[src/rtl/sdram_arbiter.sv]
// Shares the SDRAM command/address/bank bus between the init, refresh, write and read sequencers.
// Optional macro SDRAM_ARB_RR_EN: write and read alternate fairly instead of fixed write-over-read priority.
module sdram_arbiter #(
   parameter int unsigned ADDR_WIDTH = 12,
   parameter int unsigned BA_WIDTH   = 2,
   parameter int unsigned DATA_WIDTH = 16
) (
   input  logic                  clk,
   input  logic                  rst,
   input  logic                  init_end,
   input  logic [3:0]            init_cmd,
   input  logic [ADDR_WIDTH-1:0] init_addr,
   input  logic                  ref_rq,
   input  logic                  ref_end,
   input  logic [3:0]            ref_cmd,
   input  logic [ADDR_WIDTH-1:0] ref_addr,
   output logic                  ref_en,
   input  logic                  wr_rq,
   input  logic                  wr_end_flag,
   input  logic [3:0]            wr_cmd,
   input  logic [ADDR_WIDTH-1:0] wr_addr,
   input  logic [BA_WIDTH-1:0]   wr_bank_addr,
   input  logic [DATA_WIDTH-1:0] wr_data,
   output logic                  wr_en,
   input  logic                  rd_rq,
   input  logic                  rd_end_flag,
   input  logic [3:0]            rd_cmd,
   input  logic [ADDR_WIDTH-1:0] rd_addr,
   input  logic [BA_WIDTH-1:0]   rd_bank_addr,
   output logic                  rd_en,
   output logic                  sdram_cke,
   output logic [3:0]            sdram_cmd,
   output logic [ADDR_WIDTH-1:0] sdram_addr,
   output logic [BA_WIDTH-1:0]   sdram_ba,
   output logic [DATA_WIDTH-1:0] sdram_dq_out,
   output logic                  sdram_dq_oe,
   output logic [2:0]            arb_state
);

   localparam int unsigned STATE_W = 3;
   localparam logic [3:0]  CMD_NOP = 4'b0111;

   typedef enum logic [STATE_W-1:0] {
      S_INIT  = 3'd0,
      S_ARBIT = 3'd1,
      S_AREF  = 3'd2,
      S_WRITE = 3'd3,
      S_READ  = 3'd4
   } state_t;

   state_t state, state_nxt;
   logic   ref_en_nxt, wr_en_nxt, rd_en_nxt;
   logic   wr_wins_c;
`ifdef SDRAM_ARB_RR_EN
   logic   last_wr, last_wr_nxt;
`endif

   // State, grant pulses and clock enable
   always_ff @(posedge clk or posedge rst) begin
      if (rst) begin
         state     <= S_INIT;
         ref_en    <= 1'b0;
         wr_en     <= 1'b0;
         rd_en     <= 1'b0;
         sdram_cke <= 1'b1;
`ifdef SDRAM_ARB_RR_EN
         last_wr   <= 1'b0;
`endif
      end else begin
         state     <= state_nxt;
         ref_en    <= ref_en_nxt;
         wr_en     <= wr_en_nxt;
         rd_en     <= rd_en_nxt;
         sdram_cke <= 1'b1;
`ifdef SDRAM_ARB_RR_EN
         last_wr   <= last_wr_nxt;
`endif
      end
   end

   // Arbitration and ownership hand-back
   always_comb begin
      state_nxt  = state;
      ref_en_nxt = 1'b0;
      wr_en_nxt  = 1'b0;
      rd_en_nxt  = 1'b0;
`ifdef SDRAM_ARB_RR_EN
      last_wr_nxt = last_wr;
      wr_wins_c   = wr_rq && !(rd_rq && last_wr);
`else
      wr_wins_c   = wr_rq;
`endif
      case (state)
         S_INIT: begin
            if (init_end) state_nxt = S_ARBIT;
         end
         S_ARBIT: begin
            if (ref_rq) begin
               state_nxt  = S_AREF;
               ref_en_nxt = 1'b1;
            end else if (wr_wins_c) begin
               state_nxt = S_WRITE;
               wr_en_nxt = 1'b1;
`ifdef SDRAM_ARB_RR_EN
               last_wr_nxt = 1'b1;
`endif
            end else if (rd_rq) begin
               state_nxt = S_READ;
               rd_en_nxt = 1'b1;
`ifdef SDRAM_ARB_RR_EN
               last_wr_nxt = 1'b0;
`endif
            end
         end
         S_AREF: begin
            if (ref_end) state_nxt = S_ARBIT;
         end
         S_WRITE: begin
            if (wr_end_flag) state_nxt = S_ARBIT;
         end
         S_READ: begin
            if (rd_end_flag) state_nxt = S_ARBIT;
         end
         default: state_nxt = S_INIT;
      endcase
   end

   // Pin mux follows the registered owner; NOP while reset is held
   always_comb begin
      sdram_cmd    = CMD_NOP;
      sdram_addr   = '0;
      sdram_ba     = '0;
      sdram_dq_out = '0;
      sdram_dq_oe  = 1'b0;
      if (!rst) begin
         case (state)
            S_INIT: begin
               sdram_cmd  = init_cmd;
               sdram_addr = init_addr;
            end
            S_AREF: begin
               sdram_cmd  = ref_cmd;
               sdram_addr = ref_addr;
            end
            S_WRITE: begin
               sdram_cmd    = wr_cmd;
               sdram_addr   = wr_addr;
               sdram_ba     = wr_bank_addr;
               sdram_dq_out = wr_data;
               sdram_dq_oe  = 1'b1;
            end
            S_READ: begin
               sdram_cmd  = rd_cmd;
               sdram_addr = rd_addr;
               sdram_ba   = rd_bank_addr;
            end
            default: ;
         endcase
      end
   end

   assign arb_state = state;

endmodule

[config.mk]
export PLATFORM = sky130hd
export DESIGN_NAME = sdram_arbiter
export DESIGN_NICKNAME = d
export VERILOG_FILES = /design/src/rtl/sdram_arbiter.sv
export SDC_FILE = /design/constraint.sdc
export NUM_CORES = 1
export LEC_CHECK = 0
export BUFFER_PORTS_ARGS = -buffer_cell sky130_fd_sc_hd__buf_2
export CAP_MARGIN = 10
export CORE_MARGIN = 2
export CORE_UTILIZATION = 36
export DETAILED_ROUTE_END_ITERATION = 8
export PLACE_DENSITY = 0.91
export SLEW_MARGIN = 20
export SYNTH_ARGS = -nofsm -noshare
export SYNTH_HDL_FRONTEND = slang
export SYNTH_SLANG_ARGS = --single-unit
[constraint.sdc]
create_clock -name clk -period 3.2 [get_ports clk]
set_input_delay 0.48 -clock clk [delete_from_list [all_inputs] [get_ports clk]]
set_output_delay 0.48 -clock clk [all_outputs]
set_load 0.05 [all_outputs]
-- After elaboration in Yosys (flattened, before gate mapping)
Cells that the tools add are included.
- eq/ne operators: 9
- muxes and demuxes: 27
- reductions and logical operators: 2
- operators by type and width (cell ; count):
    case mux 12 bit (4 select lines) ; 1
    2-to-1 mux 16 bit ; 2
    2-to-1 mux 3 bit ; 7
    case mux 4 bit (4 select lines) ; 1
    case mux 3 bit (5 select lines) ; 1
    2-to-1 mux 12 bit ; 1
    2-to-1 mux 1 bit ; 11
    != test 2 bit (second input constant) ; 4
    == test 3 x 2 -> 1 bit (second input constant) ; 2
    AND reduction 5 bit ; 1
    2-to-1 mux 4 bit ; 1
    != test 4 bit (second input constant) ; 1
    case mux 2 bit (2 select lines) ; 1
    == test 3 x 1 -> 1 bit (second input constant) ; 1
    == test 3 bit (second input constant) ; 1
    zero test 3 bit ; 1
    2-to-1 mux 2 bit ; 1
- bits in registers: 6
- word-level logic and storage cells: 42
- bits of input ports: 93
- output and inout port bits: 42

-- Longest topological paths before layout
- word-level depth: 4
- gate-level depth with buffers: 5
- mapped depth without buffers: 3

-- Least setup slack after synthesis
No wires, ideal clock.
- path type: register to output
- start: register state[1], in the netlist arb_state[1]
- end: output sdram_cmd[2]
- setup slack: -0.135 ns
- cell stages (with the launch flop): 4
- arrival time: 2.855 ns
- path buffers: 2
- required time: 2.720 ns
- path through: dfrtp_1 buf_6 buf_6 o311ai_0
- longest elaborated chain between the ends: 3
- elaborated cells on any way between the ends: 6
- those cells by class: eq/ne: 3; mux: 2; reduce/logical: 1
- ends and longest elaborated chain (element ; line ; source):
    from (decl) ; 51 ; state_t state, state_nxt;
    from (signal assigned) ; 70 ; state <= state_nxt;
    == test 3 bit, or another cell as far along ; 136 ; case (state)
    case mux 4 bit (4 select lines) * ; 136 ;
    2-to-1 mux 4 bit * ; 135 ; if (!rst) begin
    to (decl) ; 32 ; output logic [3:0] sdram_cmd,
Every way passes the cells marked *; elsewhere a longest branch is shown, timed or not.

-- Final worst setup path
- start: register state[1], in the netlist arb_state[1]
- end: output sdram_addr[6]
- longest elaborated chain between the ends: 3
- elaborated cells on any way between the ends: 6
- those cells by class: eq/ne: 3; mux: 2; reduce/logical: 1
- ends and longest elaborated chain (element ; line ; source):
    == test 3 bit, or another cell as far along ; 136 ;
    case mux 12 bit (4 select lines) * ; 136 ;
    2-to-1 mux 12 bit * ; 135 ;
    to (decl) ; 33 ; output logic [ADDR_WIDTH-1:0] sdram_addr,
Marks and branches as above.

==> impl_results.md <==
* WS Path Type: reg2out
* Top cells by area, synth: dfrtp_1 13%, mux2_2 13%, a22oi_2 8.7%, and3_1 8.7%, a21oi_2 7.6%
* Clk buf depth at 2
* Post-CTS Setup Repair Bufs at 0
* Mean post-synth cell area at 8.420 sq um
* Startpoint type of the worst setup path: register
* Layout cells sized above 1 at 66.41%
* Max-slew violations at 0
* Die Wd at 60.61 um
* Detailed-route wire length per cell at 12.98 um
* Worst EP required at 2.72 ns
* Inst Count DP at 300
* Crit-path max cell delay at 0.70 ns
* Smallest hold slack at 0.3543 ns
* Clock insertion delay at the later pin of the skew report at 0.24 ns
* Power Density at 758.0 nW/um^2
* Met3 Track Usage GR at 2.345%
* Status: completed
* Clock transition at path regs at 0.04 ns
* Gr usage total at 18.97%
* RSZ-0062 raised after global routing: no
* Gp weighted congestion at 0.7529
* Mapped Cells at 137
* Gr busiest metal: met2
* IO Pins at 135
* Syn_nets at 230
* Area growth, synth to finish at 54.56%
* Worst EP arrival at 2.20 ns
* Fin. Hold Viols at 0
* Routing usage on met1 at 21.82%
* CTS tree: done
* FMAX at 0.3731 GHz
* Leakage Power at 0.9837 nW
* Synth top area share at 13.02%
* Cell Area, Synth at 1154 sq um
* Setup_tns at 0 ns
* Fin crit period at 2.680 ns
* Worst VDD drop at 0.4310 mV
* Class of the worst hold path: in2async
* Buf/Inv on CP at 2
* Synth Warn # at 0
* CP top delay family: flip-flops
* Slew @ Worst Pin at 0.7489 ns
* Core Region at 3053 sq um
* DR vias at 1,516
* Area leader, netlist: dfrtp_1
* Root Buffer: clkbuf_4
* Vias per cell at 5.003
* Post-synthesis register bit count at 6
* ANT nets after route at 0
* CP Max Fanout at 27
* Fin crit share at 83.76%
* Vias in the first global route at 1,336
* Post-CTS resize count at 0
* First-pass GRT wire length at 5.437 mm
* Effective utilization at floorplan at 37.79%
* Clock Sink Count at 6
* Final wirelength at 3.934 mm
* Final setup fails at 0
* Dpl hpwl at 3.137 mm
* Critical path endpoint category: primary output
* First-pass iteration count of the detailed router at 4
* Die Ht at 60.61 um
* Number of remaining DRC errors at 0
* Antenna violations before repair at 0
* Hold bufs inserted after CTS at 0
* Max_slew headroom at 50.02%
* Pin count of the biggest net entering global routing at 28
* Die ar. at 3673 sq um
* Critical Path, Cell by Cell: buf_4 > mux2_2 > a22oi_2 > a21oi_2 > buf_2
* Initial DRC count at 58
* Grt ovf at 0
* Max capacitance violation total at 0
* ANT cells at 0
* NumNets Final at 354
* Fillcell total at 305
* Non-Filler Instances at 303
* H-tree levels at 1
* Critical-path top delay cell: dfrtp_1
* Post-synth cell types at 36
* Met2 usage at 36.10%
* Cell Rows at 20
* Register area share after synthesis at 13.02%
* I/O Buffers at 133
* CTS buffer count at 3
* Skew final at 0.003336 ns
cells by family after synthesis:
group	share of synthesized area, %
flops	13.01
other cells	0.3251
mux	17.03
buf+inv	12.15
simple gates	26.90
compound gates	30.59
layout by cell type, fill, tap and decap left out, types with 3 or more instances in the layout:
master,netlist,routed
dfrtp_1,6,6
buf_2,4,133
a22oi_2,8,8
nand3_1,13,13
nor3b_1,4,4
nand2_1,3,3
mux2i_1,5,5
a21oi_1,4,4
a22oi_1,7,7
inv_1,3,3
mux2_2,13,13
and3_1,16,16
nor2_1,6,6
a21oi_2,10,10
o21a_1,3,3
clkbuf_4,0,3
per-layer routing:
metal	vias up	part of all wire, %
li1	758	-
met1	685	41
met2	71	52
met3	2	7.0
met4	0	0.36
met5	-	0
cell usage after synthesis (all sizes together):
master  instances
nand3b          1
o311ai          1
buf            14
nor2b           3
dfrtp           6
and3           16
a211oi          1
nor2            7
nand3          13
conb            1
nor3            1
and2b           1
a211o           1
o32ai           1
a21oi          14
nand2           3
and3b           1
a22oi          15
o21ai           1
inv             3
a31oi           2
o21a            3
nor3b           5
a32o            1
mux2i           5
mux2           13
or2             1
clkbuf          2
o221ai          1
report_power, final:
group	switching [mW]	total (mW)	internal (mW)
combinational	0.767	1.12	0.350
sequential	0.0689	0.165	0.0965
clock	0.0260	0.0684	0.0423
total	0.862	1.35	0.489
sequential cells by signal, summed over array words and instances, names as in the netlist:
signal	flops
arb_state	3
rd_en	1
ref_en	1
wr_en	1
cell type report:
cell class              instances  area, sq um  area share (%)
well taps                      44        55.05           3.088
repair buffers                135        680.7           38.18
inverters                       3        11.26          0.6316
multi-input cells             112        863.3           48.42
flip-flops and latches          6        150.1           8.421
clock buffers                   3        22.52           1.263
final timing paths:
| check | start | end | slack [ns] | cells past startpoint |
|---|---|---|---|---|
| max | arb_state[1]$_DFFE_PP0P_ | sdram_addr[6] | 0.52 | 5 |
| min | rst | arb_state[2]$_DFFE_PP0P_ | 0.35 | 2 |
| max reg2reg | arb_state[1]$_DFFE_PP0P_ | arb_state[1]$_DFFE_PP0P_ | 1.41 | 4 |
| min reg2reg | arb_state[2]$_DFFE_PP0P_ | arb_state[1]$_DFFE_PP0P_ | 0.81 | 1 |
| max in group asynchronous | rst | ref_en$_DFF_PP0_ | 2.45 | 2 |
| min in group clk | ref_rq | rd_en$_DFF_PP0_ | 0.45 | 2 |
metrics by stage:
| step | area [sq um] | util, % | power (mW) | setup WS (ns) |
|---|---|---|---|---|
| 3_3_place_gp | 1760 | 57.66 | 1.272 | 0.8485 |
| 3_5_place_dp | 1760 | 57.66 | 1.284 | 0.7892 |
| 5_1_grt | 1783 | 58.40 | 1.442 | 0.3923 |
| 2_1_floorplan | 1154 | - | 1.128 | 0.4647 |
| 4_1_cts | 1783 | 58.40 | 1.357 | 0.5122 |
| 6_report | 1783 | 58.40 | 1.351 | 0.5195 |
Power figures use the tool's default switching activity.
